[config.mk]
export PLATFORM = sky130hd
export DESIGN_NAME = ifu_fetch_unit_flat
export DESIGN_NICKNAME = d
export VERILOG_FILES = /design/src/rtl/ifu_fetch_unit_pkg.sv /design/src/rtl/ifu_fetch_unit_if.sv /design/src/rtl/ifu_fetch_unit_chk.sv /design/src/rtl/ifu_fetch_unit_fetch_fifo.sv /design/src/rtl/ifu_fetch_unit.sv /design/src/flat_wrapper.sv
export SDC_FILE = /design/constraint.sdc
export NUM_CORES = 1
export LEC_CHECK = 0
export CELL_PAD_IN_SITES_DETAIL_PLACEMENT = 1
export CELL_PAD_IN_SITES_GLOBAL_PLACEMENT = 2
export CORE_UTILIZATION = 34
export DETAILED_ROUTE_END_ITERATION = 6
export PLACE_DENSITY = 0.76
export SYNTH_ARGS = -nofsm -noshare
export SYNTH_HDL_FRONTEND = slang
export SYNTH_SLANG_ARGS = --single-unit
[constraint.sdc]
create_clock -name clk -period 2.2 [get_ports clk]
set_clock_uncertainty 0.2 [all_clocks]
set_input_delay 0.44 -clock clk [delete_from_list [all_inputs] [get_ports clk]]
set_output_delay 0.44 -clock clk [all_outputs]
set_load 0.05 [all_outputs]
[src/rtl/ifu_fetch_unit_pkg.sv]
// Shared definitions for the instruction fetch unit.
//   - default instruction / address widths and the reset PC
//   - FSM state encodings (plain localparams so legacy stages can reuse them)
//   - word-alignment helper applied to redirect targets
package ifu_fetch_unit_pkg;

  localparam int unsigned      IFU_INST_MAX = 32;
  localparam int unsigned      IFU_WIDTH    = 32;
  localparam logic [31:0]      IFU_RESET_PC = 32'h8000_0000;

  // FSM state encodings
  localparam logic [1:0] ST_IDLE = 2'd0;  // no outstanding request
  localparam logic [1:0] ST_REQ  = 2'd1;  // imem_req asserted at pc
  localparam logic [1:0] ST_WAIT = 2'd2;  // one granted request outstanding
  localparam logic [1:0] ST_DROP = 2'd3;  // outstanding response is stale

  // Force the two low address bits to zero (word aligned fetch target)
  function automatic logic [IFU_WIDTH-1:0] ifu_word_align(input logic [IFU_WIDTH-1:0] addr);
    return {addr[IFU_WIDTH-1:2], 2'b00};
  endfunction

endpackage

[src/rtl/ifu_fetch_unit_if.sv]
// Bus bundle of the fetch unit.
//   imem_*  : req/gnt/rvalid instruction-memory port (fetch unit is requester)
//   inst_*  : valid/ready instruction stream toward decode
// Modports:
//   master : the fetch unit side
//   slave  : memory + decode side (environment)
interface ifu_fetch_unit_if #(
  parameter int unsigned WIDTH    = 32,
  parameter int unsigned INST_MAX = 32
);
  logic                imem_req;
  logic [WIDTH-1:0]    imem_addr;
  logic                imem_gnt;
  logic                imem_rvalid;
  logic [INST_MAX-1:0] imem_rdata;
  logic                inst_valid;
  logic                inst_ready;
  logic [INST_MAX-1:0] inst;
  logic [WIDTH-1:0]    inst_pc;

  modport master (
    output imem_req, imem_addr, inst_valid, inst, inst_pc,
    input  imem_gnt, imem_rvalid, imem_rdata, inst_ready
  );

  modport slave (
    input  imem_req, imem_addr, inst_valid, inst, inst_pc,
    output imem_gnt, imem_rvalid, imem_rdata, inst_ready
  );
endinterface

[src/rtl/ifu_fetch_unit_chk.sv]
// Protocol checker for the fetch unit (simulation only, no outputs).
// Ports: clk, rst_n, fetch state, imem_rvalid, FIFO push/full.
module ifu_fetch_unit_chk
  import ifu_fetch_unit_pkg::*;
(
  input logic       clk,
  input logic       rst_n,
  input logic [1:0] state,
  input logic       imem_rvalid,
  input logic       fifo_push,
  input logic       fifo_full
);

  // A response may only arrive while a request is outstanding
  rvalid_only_when_outstanding: assert property (
    @(posedge clk) disable iff (!rst_n)
    imem_rvalid |-> ((state == ST_WAIT) || (state == ST_DROP))
  );

  // The request throttle must keep the FIFO from overflowing
  no_push_when_full: assert property (
    @(posedge clk) disable iff (!rst_n)
    fifo_push |-> !fifo_full
  );

endmodule

[src/rtl/ifu_fetch_unit_fetch_fifo.sv]
// 2-entry synchronous FIFO holding {pc, inst} pairs for decode.
// Ports:
//   push/push_data : write an entry (ignored when full without a pop)
//   pop            : drop head entry (ignored when empty)
//   flush          : empty the FIFO, has priority over push/pop
//   full/empty/count, head_data : registered state
module ifu_fetch_unit_fetch_fifo #(
  parameter int unsigned DW = 64
)(
  input  logic          clk,
  input  logic          rst_n,
  input  logic          push,
  input  logic [DW-1:0] push_data,
  input  logic          pop,
  input  logic          flush,
  output logic          full,
  output logic          empty,
  output logic [1:0]    count,
  output logic [DW-1:0] head_data
);

  logic [DW-1:0] mem_r [2];
  logic          wr_ptr_r;
  logic          rd_ptr_r;
  logic [1:0]    count_r;
  logic [1:0]    count_nxt_s;
  logic          do_push_s;
  logic          do_pop_s;

  assign full      = (count_r == 2'd2);
  assign empty     = (count_r == 2'd0);
  assign count     = count_r;
  assign head_data = mem_r[rd_ptr_r];

  // Qualify push/pop and compute the next occupancy
  always_comb begin
    do_pop_s  = pop & (count_r != 2'd0);
    do_push_s = push & ((count_r != 2'd2) | do_pop_s);
    case ({do_push_s, do_pop_s})
      2'b10:   count_nxt_s = count_r + 2'd1;
      2'b01:   count_nxt_s = count_r - 2'd1;
      default: count_nxt_s = count_r;
    endcase
  end

  // Storage, pointers and occupancy
  always_ff @(posedge clk or negedge rst_n) begin
    if (!rst_n) begin
      mem_r[0] <= {DW{1'b0}};
      mem_r[1] <= {DW{1'b0}};
      wr_ptr_r <= 1'b0;
      rd_ptr_r <= 1'b0;
      count_r  <= 2'd0;
    end else if (flush) begin
      wr_ptr_r <= 1'b0;
      rd_ptr_r <= 1'b0;
      count_r  <= 2'd0;
    end else begin
      if (do_push_s) begin
        mem_r[wr_ptr_r] <= push_data;
        wr_ptr_r        <= ~wr_ptr_r;
      end
      if (do_pop_s) begin
        rd_ptr_r <= ~rd_ptr_r;
      end
      count_r <= count_nxt_s;
    end
  end

endmodule

[src/rtl/ifu_fetch_unit.sv]
// Instruction fetch stage.
// Owns the PC, issues one in-order word fetch at a time on the imem port,
// buffers up to two {pc, inst} words and hands them to decode.
// Ports:
//   clk, rst_n      : clock, asynchronous active-low reset
//   redirect_valid  : one-cycle pulse; load redirect_pc (word aligned) and flush
//   redirect_pc     : redirect target
//   bus (master)    : imem req/addr/gnt/rvalid/rdata and inst valid/ready/inst/pc
module ifu_fetch_unit
  import ifu_fetch_unit_pkg::*;
#(
  parameter int unsigned      INST_MAX = IFU_INST_MAX,
  parameter int unsigned      WIDTH    = IFU_WIDTH,
  parameter logic [WIDTH-1:0] RESET_PC = IFU_RESET_PC
)(
  input  logic             clk,
  input  logic             rst_n,
  input  logic             redirect_valid,
  input  logic [WIDTH-1:0] redirect_pc,
  ifu_fetch_unit_if.master bus
);

  localparam logic [WIDTH-1:0] PC_STEP = {{(WIDTH-3){1'b0}}, 3'd4};

  logic [1:0]              state_r;
  logic [1:0]              state_nxt_s;
  logic [WIDTH-1:0]        pc_r;
  logic [WIDTH-1:0]        pc_nxt_s;
  logic [WIDTH-1:0]        req_pc_r;
  logic                    push_s;
  logic                    pop_s;
  logic                    full_s;
  logic                    empty_s;
  logic [1:0]              count_s;
  logic [WIDTH+INST_MAX-1:0] head_s;

  assign bus.imem_req   = (state_r == ST_REQ);
  assign bus.imem_addr  = pc_r;
  assign bus.inst_valid = ~empty_s;
  assign bus.inst_pc    = head_s[WIDTH+INST_MAX-1:INST_MAX];
  assign bus.inst       = head_s[INST_MAX-1:0];

  // A pop in a redirect cycle is moot: the flush wins anyway
  assign pop_s = ~empty_s & bus.inst_ready & ~redirect_valid;

  // Next state / next PC; redirect outranks every other event
  always_comb begin
    state_nxt_s = state_r;
    pc_nxt_s    = pc_r;
    push_s      = 1'b0;
    case (state_r)
      ST_IDLE: begin
        if (redirect_valid) begin
          pc_nxt_s    = ifu_word_align(redirect_pc);
          state_nxt_s = ST_REQ;
        end else if (!full_s) begin
          state_nxt_s = ST_REQ;
        end else begin
          state_nxt_s = ST_IDLE;
        end
      end
      ST_REQ: begin
        if (redirect_valid) begin
          pc_nxt_s = ifu_word_align(redirect_pc);
          // a request granted this very cycle still owes us a response
          state_nxt_s = bus.imem_gnt ? ST_DROP : ST_REQ;
        end else if (bus.imem_gnt) begin
          pc_nxt_s    = pc_r + PC_STEP;
          state_nxt_s = ST_WAIT;
        end else begin
          state_nxt_s = ST_REQ;
        end
      end
      ST_WAIT: begin
        if (redirect_valid) begin
          pc_nxt_s    = ifu_word_align(redirect_pc);
          state_nxt_s = bus.imem_rvalid ? ST_REQ : ST_DROP;
        end else if (bus.imem_rvalid) begin
          push_s = 1'b1;
          // room for another word once this one lands?
          state_nxt_s = ((count_s == 2'd0) || pop_s) ? ST_REQ : ST_IDLE;
        end else begin
          state_nxt_s = ST_WAIT;
        end
      end
      ST_DROP: begin
        if (redirect_valid) begin
          pc_nxt_s = ifu_word_align(redirect_pc);
        end else begin
          pc_nxt_s = pc_r;
        end
        state_nxt_s = bus.imem_rvalid ? ST_REQ : ST_DROP;
      end
      default: begin
        state_nxt_s = ST_IDLE;
      end
    endcase
  end

  // FSM state, fetch PC and PC of the outstanding request
  always_ff @(posedge clk or negedge rst_n) begin
    if (!rst_n) begin
      state_r  <= ST_IDLE;
      pc_r     <= RESET_PC;
      req_pc_r <= {WIDTH{1'b0}};
    end else begin
      state_r <= state_nxt_s;
      pc_r    <= pc_nxt_s;
      if ((state_r == ST_REQ) && bus.imem_gnt) begin
        req_pc_r <= pc_r;
      end
    end
  end

  ifu_fetch_unit_fetch_fifo #(.DW(WIDTH + INST_MAX)) u_fifo (
    .clk       (clk),
    .rst_n     (rst_n),
    .push      (push_s),
    .push_data ({req_pc_r, bus.imem_rdata}),
    .pop       (pop_s),
    .flush     (redirect_valid),
    .full      (full_s),
    .empty     (empty_s),
    .count     (count_s),
    .head_data (head_s)
  );

  ifu_fetch_unit_chk u_chk (
    .clk         (clk),
    .rst_n       (rst_n),
    .state       (state_r),
    .imem_rvalid (bus.imem_rvalid),
    .fifo_push   (push_s),
    .fifo_full   (full_s)
  );

endmodule

[src/flat_wrapper.sv]
// flat-port wrapper written by rule: the top's interface ports become plain ports
module ifu_fetch_unit_flat import ifu_fetch_unit_pkg::*;
#(
  parameter int unsigned      INST_MAX = IFU_INST_MAX,
  parameter int unsigned      WIDTH    = IFU_WIDTH,
  parameter logic [WIDTH-1:0] RESET_PC = IFU_RESET_PC
)
  (clk, rst_n, redirect_valid, redirect_pc, bus_imem_req, bus_imem_addr, bus_inst_valid, bus_inst, bus_inst_pc, bus_imem_gnt, bus_imem_rvalid, bus_imem_rdata, bus_inst_ready);
  ifu_fetch_unit_if #(.WIDTH(WIDTH), .INST_MAX(INST_MAX)) bus_i ();
  input  logic clk;
  input  logic rst_n;
  input  logic redirect_valid;
  input  logic [WIDTH-1:0] redirect_pc;
  output wire logic [$bits(bus_i.imem_req)-1:0] bus_imem_req;
  output wire logic [$bits(bus_i.imem_addr)-1:0] bus_imem_addr;
  output wire logic [$bits(bus_i.inst_valid)-1:0] bus_inst_valid;
  output wire logic [$bits(bus_i.inst)-1:0] bus_inst;
  output wire logic [$bits(bus_i.inst_pc)-1:0] bus_inst_pc;
  input wire logic [$bits(bus_i.imem_gnt)-1:0] bus_imem_gnt;
  input wire logic [$bits(bus_i.imem_rvalid)-1:0] bus_imem_rvalid;
  input wire logic [$bits(bus_i.imem_rdata)-1:0] bus_imem_rdata;
  input wire logic [$bits(bus_i.inst_ready)-1:0] bus_inst_ready;
  assign bus_imem_req = bus_i.imem_req;
  assign bus_imem_addr = bus_i.imem_addr;
  assign bus_inst_valid = bus_i.inst_valid;
  assign bus_inst = bus_i.inst;
  assign bus_inst_pc = bus_i.inst_pc;
  assign bus_i.imem_gnt = bus_imem_gnt;
  assign bus_i.imem_rvalid = bus_imem_rvalid;
  assign bus_i.imem_rdata = bus_imem_rdata;
  assign bus_i.inst_ready = bus_inst_ready;
  ifu_fetch_unit #(.INST_MAX(INST_MAX), .WIDTH(WIDTH), .RESET_PC(RESET_PC)) u_core (.clk(clk), .rst_n(rst_n), .redirect_valid(redirect_valid), .redirect_pc(redirect_pc), .bus(bus_i));
endmodule
# Word level (Yosys, flattened, before mapping)
# Cells that the tools add are included.
word_totals:
  reg_bits: 198
  latch_bits: 0
  ramBits: 0
  mem_bits_ro: 0
  inputBits: 70
  output_inout_bits: 98
  elab_cells: 75
  mem_count: 0
classes:
  add_sub_neg: 3
  mul: 0
  div_mod_pow: 0
  order_cmp: 3
  eq_ne: 9
  shift: 0
  n_mux: 29
  bitwise: 11
  reduce_logical: 12
ops:
  columns: ["cell", "n"]
  rows:
  - ["$mux W64", 4]
  - ["$bwmux W128", 1]
  - ["$mux W32", 3]
  - ["$demux W64 S1", 1]
  - ["$pmux W32 S2", 1]
  - ["$add A32 B3 Y32 const B", 1]
  - ["$mux W2", 8]
  - ["$mux W1", 9]
  - ["$eq A2 B2 Y1 const B", 4]
  - ["$pmux W2 S4", 1]
  - ["$reduce_bool A2 Y1", 3]
  - ["$and A1 B1 Y1", 4]
  - ["$eq A2 B1 Y1 const B", 2]
  - ["$ge A2 B2 Y1 const B", 2]
  - ["$logic_not A2 Y1", 2]
  - ["$not A1 Y1", 4]
  - ["$not A1 Y2", 2]
  - ["$pmux W2 S2", 1]
  - ["$reduce_and A2 Y1", 2]
  - ["$ne A3 B2 Y1 const B", 1]
  - ["$reduce_bool A3 Y1", 1]
  - ["$reduce_or A3 Y1", 1]
  - ["$add A2 B1 Y2 const B", 1]
  - ["$logic_and A1 B1 Y1", 2]
  - ["other kinds (6)", 6]

# Longest topological paths before layout
# Gate-level depths: netlist of run 1.
depth:
  ltp_word: 10
  depth_mapped: 7
  ltp_nobuf: 5

# Cells and area by module
# Synthesis of run 1 repeated with hierarchy kept, for this count alone.
hier_totals:
  cells_unflattened: 734
  area_unflattened_um2: 9056.2
by_module_without_submodules:
  columns: ["module", "instances", "cells_each", "area_per_inst_um2", "seq_area_each_um2"]
  rows:
  - ["ifu_fetch_unit_fetch_fifo", 1, 365, 5914.4, 3303.2]
  - ["ifu_fetch_unit", 1, 369, 3141.8, 1552.7]

# Worst setup path before layout of run 1
# OpenSTA, ideal clock, no wires.
synth_timing:
  path_type: "register -> register"
  startpoint: "reg u_core.state_r[0]"
  endpoint: "reg u_core.pc_r[19], in the netlist u_core.bus.imem_addr[19]"
  setup_ps: 141
  t_arrival_ps: 2001
  t_required_ps: 1859
  path_slack_ps: -142
  stages_incl_launch_ff: 7
  n_path_buf: 1
  period_less_slack_ps: 2342
  cell_sequence: "dfrtp_1 > nor2b_1 > and2_1 > clkbuf_1 > o21ai_0 > a21oi_1 > a211oi_1"
synth_via:
  word_cells_on_any_way: 9
  classes_between: "5 x eq/ne; 1 x mux; 3 x reduce/logical"
synth_lines:
  columns: ["item", "line_no", "text"]
  rows:
  - ["from (decl)", "ifu_fetch_unit.sv:25", "logic [1:0] state_r;"]
  - ["from (signal assigned)", "ifu_fetch_unit.sv:107", "state_r <= state_nxt_s;"]
  - ["$eq A2 B1 Y1 (*)", null, null]
  - ["named net bus_imem_req", "flat_wrapper.sv:14", "output wire logic [$bits(bus_i.imem_req)-1:0] bus_imem_req;"]
  - ["$ne A3 B2 Y1 (no source line)", null, null]
  - ["$reduce_and A2 Y1 (no source line)", null, null]
  - ["to (signal assigned)", "ifu_fetch_unit.sv:108", "pc_r <= pc_nxt_s;"]
  - ["to (decl)", "ifu_fetch_unit.sv:27", "logic [WIDTH-1:0] pc_r;"]
# The timed path passes the listed nets; every way through them passes the cells marked *.
# A chain may end at the register's enable or synchronous reset.

# Final worst setup path of run 1
layout_timing:
  startpoint: "reg u_core.u_fifo.rd_ptr_r"
  endpoint: "out bus_inst_pc[20]"
layout_via:
  elab_chain_len: 4
layout_rtl:
  columns: ["item", "line_no", "text"]
  rows:
  - ["from (decl)", "ifu_fetch_unit_fetch_fifo.sv:24", "logic rd_ptr_r;"]
  - ["from (signal assigned)", "ifu_fetch_unit_fetch_fifo.sv:64", "rd_ptr_r <= ~rd_ptr_r;"]
  - ["$not A1 Y2 (not written as such)", "ifu_fetch_unit_fetch_fifo.sv:33", "assign head_data = mem_r[rd_ptr_r];"]
  - ["$mux W64 (not written as such) (3 in series)", "ifu_fetch_unit_fetch_fifo.sv:33", null]
  - ["to (decl)", "flat_wrapper.sv:18", "output wire logic [$bits(bus_i.inst_pc)-1:0] bus_inst_pc;"]
# Every way passes these cells. The select of a mux whose other input is x is not followed.

==> results of run 1 <==
-- final cells by class --
type	instances	area (sq um)	area share, %
flip-flops and latches	190	4770	40.2
clock buffers	17	425	3.59
repair buffers	231	2390	20.1
well taps	324	405	3.42
clock inverters	13	154	1.30
inverters	7	26.3	0.221
multi-input cells	464	3690	31.1
-- kinds of logic (layout without fill, tap and decap cells) --
logic type,after synthesis,after routing,synth area share [%]
and+or+nand+nor,198,198,10.8
DFF,190,190,55.6
muxes,187,187,24.6
AOI/OAI and AO/OA,52,52,3.63
buffers and inverters,48,268,2.88
xor gates and xnor gates,22,22,2.25
adders and majority gates,1,1,0.146
other,1,4,0.0438
-- sequential cells by signal, indices dropped and copies added, names as in the netlist --
signal and flops:
u_core.u_fifo.count 2, u_core.u_fifo.rd_ptr_r 1, u_core.req_pc_r 30, u_core.state_r 2, u_core.bus.imem_addr 30, u_core.u_fifo.mem_r 124
u_core.u_fifo.wr_ptr_r 1
-- power by group through the flow --
stage	sequential [W]	combinational [W]	clock, W
after global placement	0.00464	0.00445	0
after detailed placement	0.00471	0.00453	0
after CTS	0.00465	0.00493	0.00319
after floorplan	0.00479	0.00287	0
final	0.00465	0.00498	0.00311
after global routing	0.00475	0.00523	0.00333
-- metrics by stage --
stage	total power, W	area, sq um
after global placement	0.00910	10600
after CTS	0.0128	11600
after global routing	0.0133	11900
final	0.0127	11900
after detailed placement	0.00924	10600
after floorplan	0.00766	8580
-- synthesized netlist by cell type (3+ instances only) --
cell / number / area, sq um
a211oi_1: 3 / 22.5
a21oi_1: 8 / 40.0
and3_4: 3 / 33.8
and4_1: 3 / 26.3
buf_1: 3 / 11.3
buf_2: 13 / 65.1
buf_4: 4 / 30.0
clkbuf_1: 17 / 63.8
dfrtp_1: 189 / 4730
inv_1: 6 / 22.5
mux2_1: 62 / 698
mux2_2: 125 / 1410
nand2_1: 118 / 443
nand3_1: 12 / 60.1
nand4_1: 11 / 68.8
nor2_1: 16 / 60.1
nor3_1: 9 / 45.0
nor4_1: 9 / 56.3
o21ai_0: 10 / 50.1
o21ai_1: 18 / 90.1
xnor2_1: 15 / 131
xor2_1: 7 / 61.3
-- critical path, delay by kind of cell, from the launching register on --
| kind | cells | cell delay (ns) |
|---|---|---|
| flops | 1 | 0.45 |
| mux | 1 | 0.32 |
| buf+inv | 3 | 0.50 |
-- what timing repair did --
item	in CTS	in global routing
gates cloned	3	4
endpoints found under the hold margin	46	0
pin swaps	0	2
buffers inserted	5	3
endpoints found under the setup margin	62	127
gates resized for setup	73	28
hold buffers	1	0
-- layout by cell type (no fill, tap or decap), types with 4 or more instances in the layout --
cell and instances:
dfrtp_1 174, clkbuf_16 21, mux2_4 23, inv_1 6, buf_6 62, xnor2_1 15, buf_12 9, buf_4 84
clkdlybuf4s50_1 64, nor3_1 8, mux2_1 62, conb_1 4, mux2_2 102, nor4_1 6, nor2_1 16, nand2_1 117
o21ai_1 17, nand4_1 11, xor2_1 7, dfrtp_2 15, inv_6 5, nand3_1 12, a21oi_1 8, o21ai_0 10
-- worst min-delay path by stage --
stage / to / start / slack, ns
6_report: u_core.state_r[1] / bus_imem_rvalid / 0.13
4_1_cts: u_core.state_r[0] / redirect_valid / 0.26
3_5_place_dp: u_core.u_fifo.mem_r[5] / rst_n / 0.23
3_3_place_gp: u_core.u_fifo.mem_r[9] / rst_n / 0.22
5_1_grt: u_core.state_r[1] / bus_imem_rvalid / 0.17
2_1_floorplan: u_core.bus.imem_addr[10] / rst_n / -0.06
-- routing by layer --
metal,track usage (%),share of wire [%]
met5,0,0
met4,4.33,1.0
met1,27.0,47
met2,31.6,48
met3,3.00,3.2
==> flow_metrics.tcl, run 1 <==
set metrics [dict create \
    synth_edf_count 0 \
    synth.avg_cell_area_sq_um 12.2 \
    synthCells 699 \
    drtPass1Iterations 4 \
    drive_above_1_share_pct 38.5 \
    pwr-share-clk_pct 24.4 \
    synth-seq-cells 190 \
    netlist_area_sq_um 8550 \
    die_y_um 161 \
    arrival_ns 1.69 \
    die_w_um 161 \
    synth.distinct_cells 50 \
    drv_cap 0 \
    coreArea_sq_um 24500 \
    ys.flop_type "dfrtp_1" \
    antenna_left 0 \
    slowest_stage "dfrtp_2" \
    dp_hpwl_um 16400 \
    violations "negative setup slack" \
    cp-startpoint "u_core.u_fifo.rd_ptr_r" \
    post-place-cells 1200 \
    grt_pass1_vias 6884 \
    p_switching_w 0.00480 \
    internal-power_w 0.00793 \
    end_kind "output pin" \
    yosysWarnings 0 \
    grt-ovfl-total 0 \
    cts_tree "done" \
    area.growth.synth_to_final_pct 38.7 \
    path_clk_slew_ns 0.07 \
    maxSlewHeadroom_pct 61.4 \
    fin_hold_ws_ns 0.133 \
    wl_per_cell_um 19.7 \
    drt_iter0_markers 277 \
    crit_end "bus_inst_pc[20]" \
    fmax_mhz 429 \
    pwr-share-seq_pct 36.5 \
    r2r-start "u_core.u_fifo.count[0]" \
    irDropWorstVdd_mv 0.553 \
    power_frac_comb_pct 39.1 \
    drt-total-wl_um 24500 \
    fillers 2539 \
    rsz0062_at_grt "true" \
    cts_root_buf "clkbuf_16" \
    grt_first_pass_wirelength_um 39000 \
    initial_core_util_pct 35.0 \
    routabilityCongestion 0.799 \
    status "finished, violations left" \
    regToRegSetupSlack_ns 0.08 \
    port_buffers 161 \
    dieArea_sq_um 25800 \
    rows 57 \
    holdPathStages 2 \
    start_kind "flop" \
    antenna_cells 0 \
    critPathRequiredTime_ns 1.56 \
    p_sw_share_pct 37.7 \
    slowest_delay_ns 0.45 \
    numCtsBuffers 17 \
    hold_class "primary input to flop" \
    p_per_area_nw_per_um2 1070 \
    tightest_slew_ns 0.579 \
    groute.usage.overall_pct 19.3 \
    setup_ws_ns -0.132 \
    rr_worst_depth 4 \
    dpl_worst_slack_ns -0.390 \
    setup_viol 62 \
    fin_crit_ns 2.33 \
    grt_start_max_net_pins 55 \
    async_flop_share_pct 100 \
    crit_path_max_fanout 6 \
    report.final.slew_viol_count 0 \
    drc 0 \
    nets 982 \
    cp_cell_sequence "buf_4 > clkbuf_16 > mux2_4 > buf_6" \
    instances_no_fill 1246 \
    clockBufferDepth 2 \
    num_vias 6250 \
    htreeDepth 4 \
    crit_type "flop to output pin" \
    ys_seq_area_share_pct 55.6 \
    clk_latency_ns 0.43 \
    p_leak_nw 5.63 \
    ios 168 \
    fin_util_pct 48.5 \
    rr_endpoint "u_core.u_fifo.mem_r[0]" \
    clock-sinks 190 \
    routed_via_density 5.02 \
    antenna_found_initial 0 \
    final.setup.tns_ns -5.60 \
    hold_violations 0 \
    min_period_over_period_pct 106 \
]
Power figures use the tool's default switching activity.
==> run 2: changes to the inputs <==
SETUP_SLACK_MARGIN = 0.02   (was not set)
clock period = 2.6 ns   (was 2.2 ns; I/O delays follow)
==> run 2 against run 1 <==
Against the previous run: the flow now finishes without violations; die area unchanged; register-to-register slack better by 0.30 ns; worst hold slack better by 0.052 ns; clock power down 17%; via count down 4.1%; setup slack better by 0.18 ns; design area down 6.4%; non-clock buffer count down 42; routed wire length down 8.6%; critical endpoint is now bus_imem_addr[10]; highest routed layer unchanged.
==> flow_metrics.tcl, run 2 (same netlist as run 1, synthesis figures left out) <==
set metrics [dict create \
    nets 940 \
    cp_cell_sequence "clkdlybuf4s50_1" \
    drt-total-wl_um 22400 \
    p_per_area_nw_per_um2 921 \
    fin_total_pwr_w 0.0102 \
    drtPass1Iterations 4 \
    cts_tree "done" \
    die_y_um 161 \
    postLayoutCellArea_sq_um 11100 \
    port_buffers 161 \
    routabilityCongestion 0.778 \
    drive_above_1_share_pct 29.7 \
    setup_viol 0 \
    path_clk_slew_ns 0.08 \
    grt-ovfl-total 0 \
    tightest_slew_ns 0.576 \
    coreArea_sq_um 24500 \
    antenna_found_initial 1 \
    cts_root_buf "clkbuf_16" \
    groute.usage.overall_pct 18.0 \
    setup_ws_ns 0.0521 \
    min_period_over_period_pct 98.0 \
    critPathRequiredTime_ns 1.88 \
    fmax_mhz 392 \
    rows 57 \
    post-place-cells 1171 \
    htreeDepth 4 \
    final.setup.tns_ns 0 \
    wl_per_cell_um 18.5 \
    rr_endpoint "u_core.bus.imem_addr[31]" \
    dp_hpwl_um 15700 \
    regMostFlops "u_core.u_fifo.mem_r" \
    dpl_worst_slack_ns -0.0900 \
    clock-sinks 190 \
    largest_reg_flops 124 \
    crit_path_max_fanout 8 \
    crit_type "flop to output pin" \
    r2r-start "u_core.bus.imem_addr[24]" \
    place_area_sq_um 10500 \
    crit_family "buffers and inverters" \
    arrival_ns 1.83 \
    regToRegSetupSlack_ns 0.38 \
    drt_iter0_markers 203 \
    area.growth.synth_to_final_pct 29.9 \
    drc 0 \
    report.final.slew_viol_count 0 \
    fillers 2558 \
    ios 168 \
    p_leak_nw 5.28 \
    end_kind "output pin" \
    hold_class "primary input to flop" \
    mostFrequentLayoutCell "dfrtp_1" \
    grt_first_pass_wirelength_um 36300 \
    clockBufferDepth 2 \
    dieArea_sq_um 25800 \
    hold_violations 0 \
    maxSlewHeadroom_pct 61.5 \
    path_buf_inv 1 \
    status "completed" \
    grt_pass1_vias 6576 \
    routed_via_density 4.97 \
    rsz0062_at_grt "false" \
    hp-start "redirect_valid" \
    num_vias 5996 \
    holdPathStages 2 \
    antenna_left 0 \
    clk_latency_ns 0.43 \
    slowest_delay_ns 0.87 \
    rr_worst_depth 5 \
    grt_start_max_net_pins 57 \
    irDropWorstVdd_mv 0.362 \
    die_w_um 161 \
    start_kind "flop" \
    initial_core_util_pct 35.0 \
    numCtsBuffers 17 \
    hold_end "u_core.u_fifo.wr_ptr_r" \
    instances_no_fill 1207 \
    layout_common_cells "dfrtp_1, mux2_2, nand2_1, clkdlybuf4s50_1, buf_4" \
    drv_cap 0 \
    fin_crit_ns 2.55 \
    worstSetupPathDepth 1 \
    slowest_stage "clkdlybuf4s50_1" \
]
## run 2: area by class of cell
class	count	area, sq um	area share [%]
Tap cell	324	405	3.65
Sequential cell	190	4760	42.9
Clock buffer	18	429	3.86
Timing Repair Buffer	189	1770	16.0
Clock inverter	14	146	1.32
Multi-Input combinational cell	464	3570	32.1
Antenna cell	1	2.50	0.0225
Inverter	7	26.3	0.237
## run 2: repair_timing
action                     CTS  global route
hold endpoints to repair    53             0
buffers inserted             0             2
gates resized for setup      2             3
hold buffers                 1             0
setup endpoints to repair   18             4
## run 2: per-stage QoR
stage	hold WS (ns)	util [%]
final	0.185	45.4
after global routing	0.195	45.4
after CTS	0.178	45.3
after detailed placement	0.272	42.9
after global placement	0.263	42.9
after floorplan	0.0244	-
## run 2: power by group
part | leakage, nW | switching [W] | internal [W]
sequential | 2.49 | 0.000405 | 0.00354
clock | 0.282 | 0.00122 | 0.00136
combinational | 2.51 | 0.00234 | 0.00136
total | 5.28 | 0.00396 | 0.00627
## run 2: how the worst max path moves through the flow
stage                                          end  slack (ns)                      from
after floorplan           u_core.bus.imem_addr[19]        0.26         u_core.state_r[0]
after global placement    u_core.u_fifo.mem_r[122]       -0.04           bus_imem_rvalid
after detailed placement  u_core.u_fifo.mem_r[120]       -0.09           bus_imem_rvalid
after CTS                        bus_imem_addr[31]        0.03  u_core.bus.imem_addr[31]
after global routing             bus_imem_addr[10]        0.02  u_core.bus.imem_addr[10]
final                            bus_imem_addr[10]        0.05  u_core.bus.imem_addr[10]
## run 2: per-layer routing
layer | routed length [um] | up-vias | GRT usage [%]
met5 | 0 | - | 0
met4 | 167 | 0 | 4.11
met3 | 975 | 12 | 3.67
met2 | 10700 | 151 | 29.2
met1 | 10500 | 3056 | 24.7
li1 | - | 2777 | -
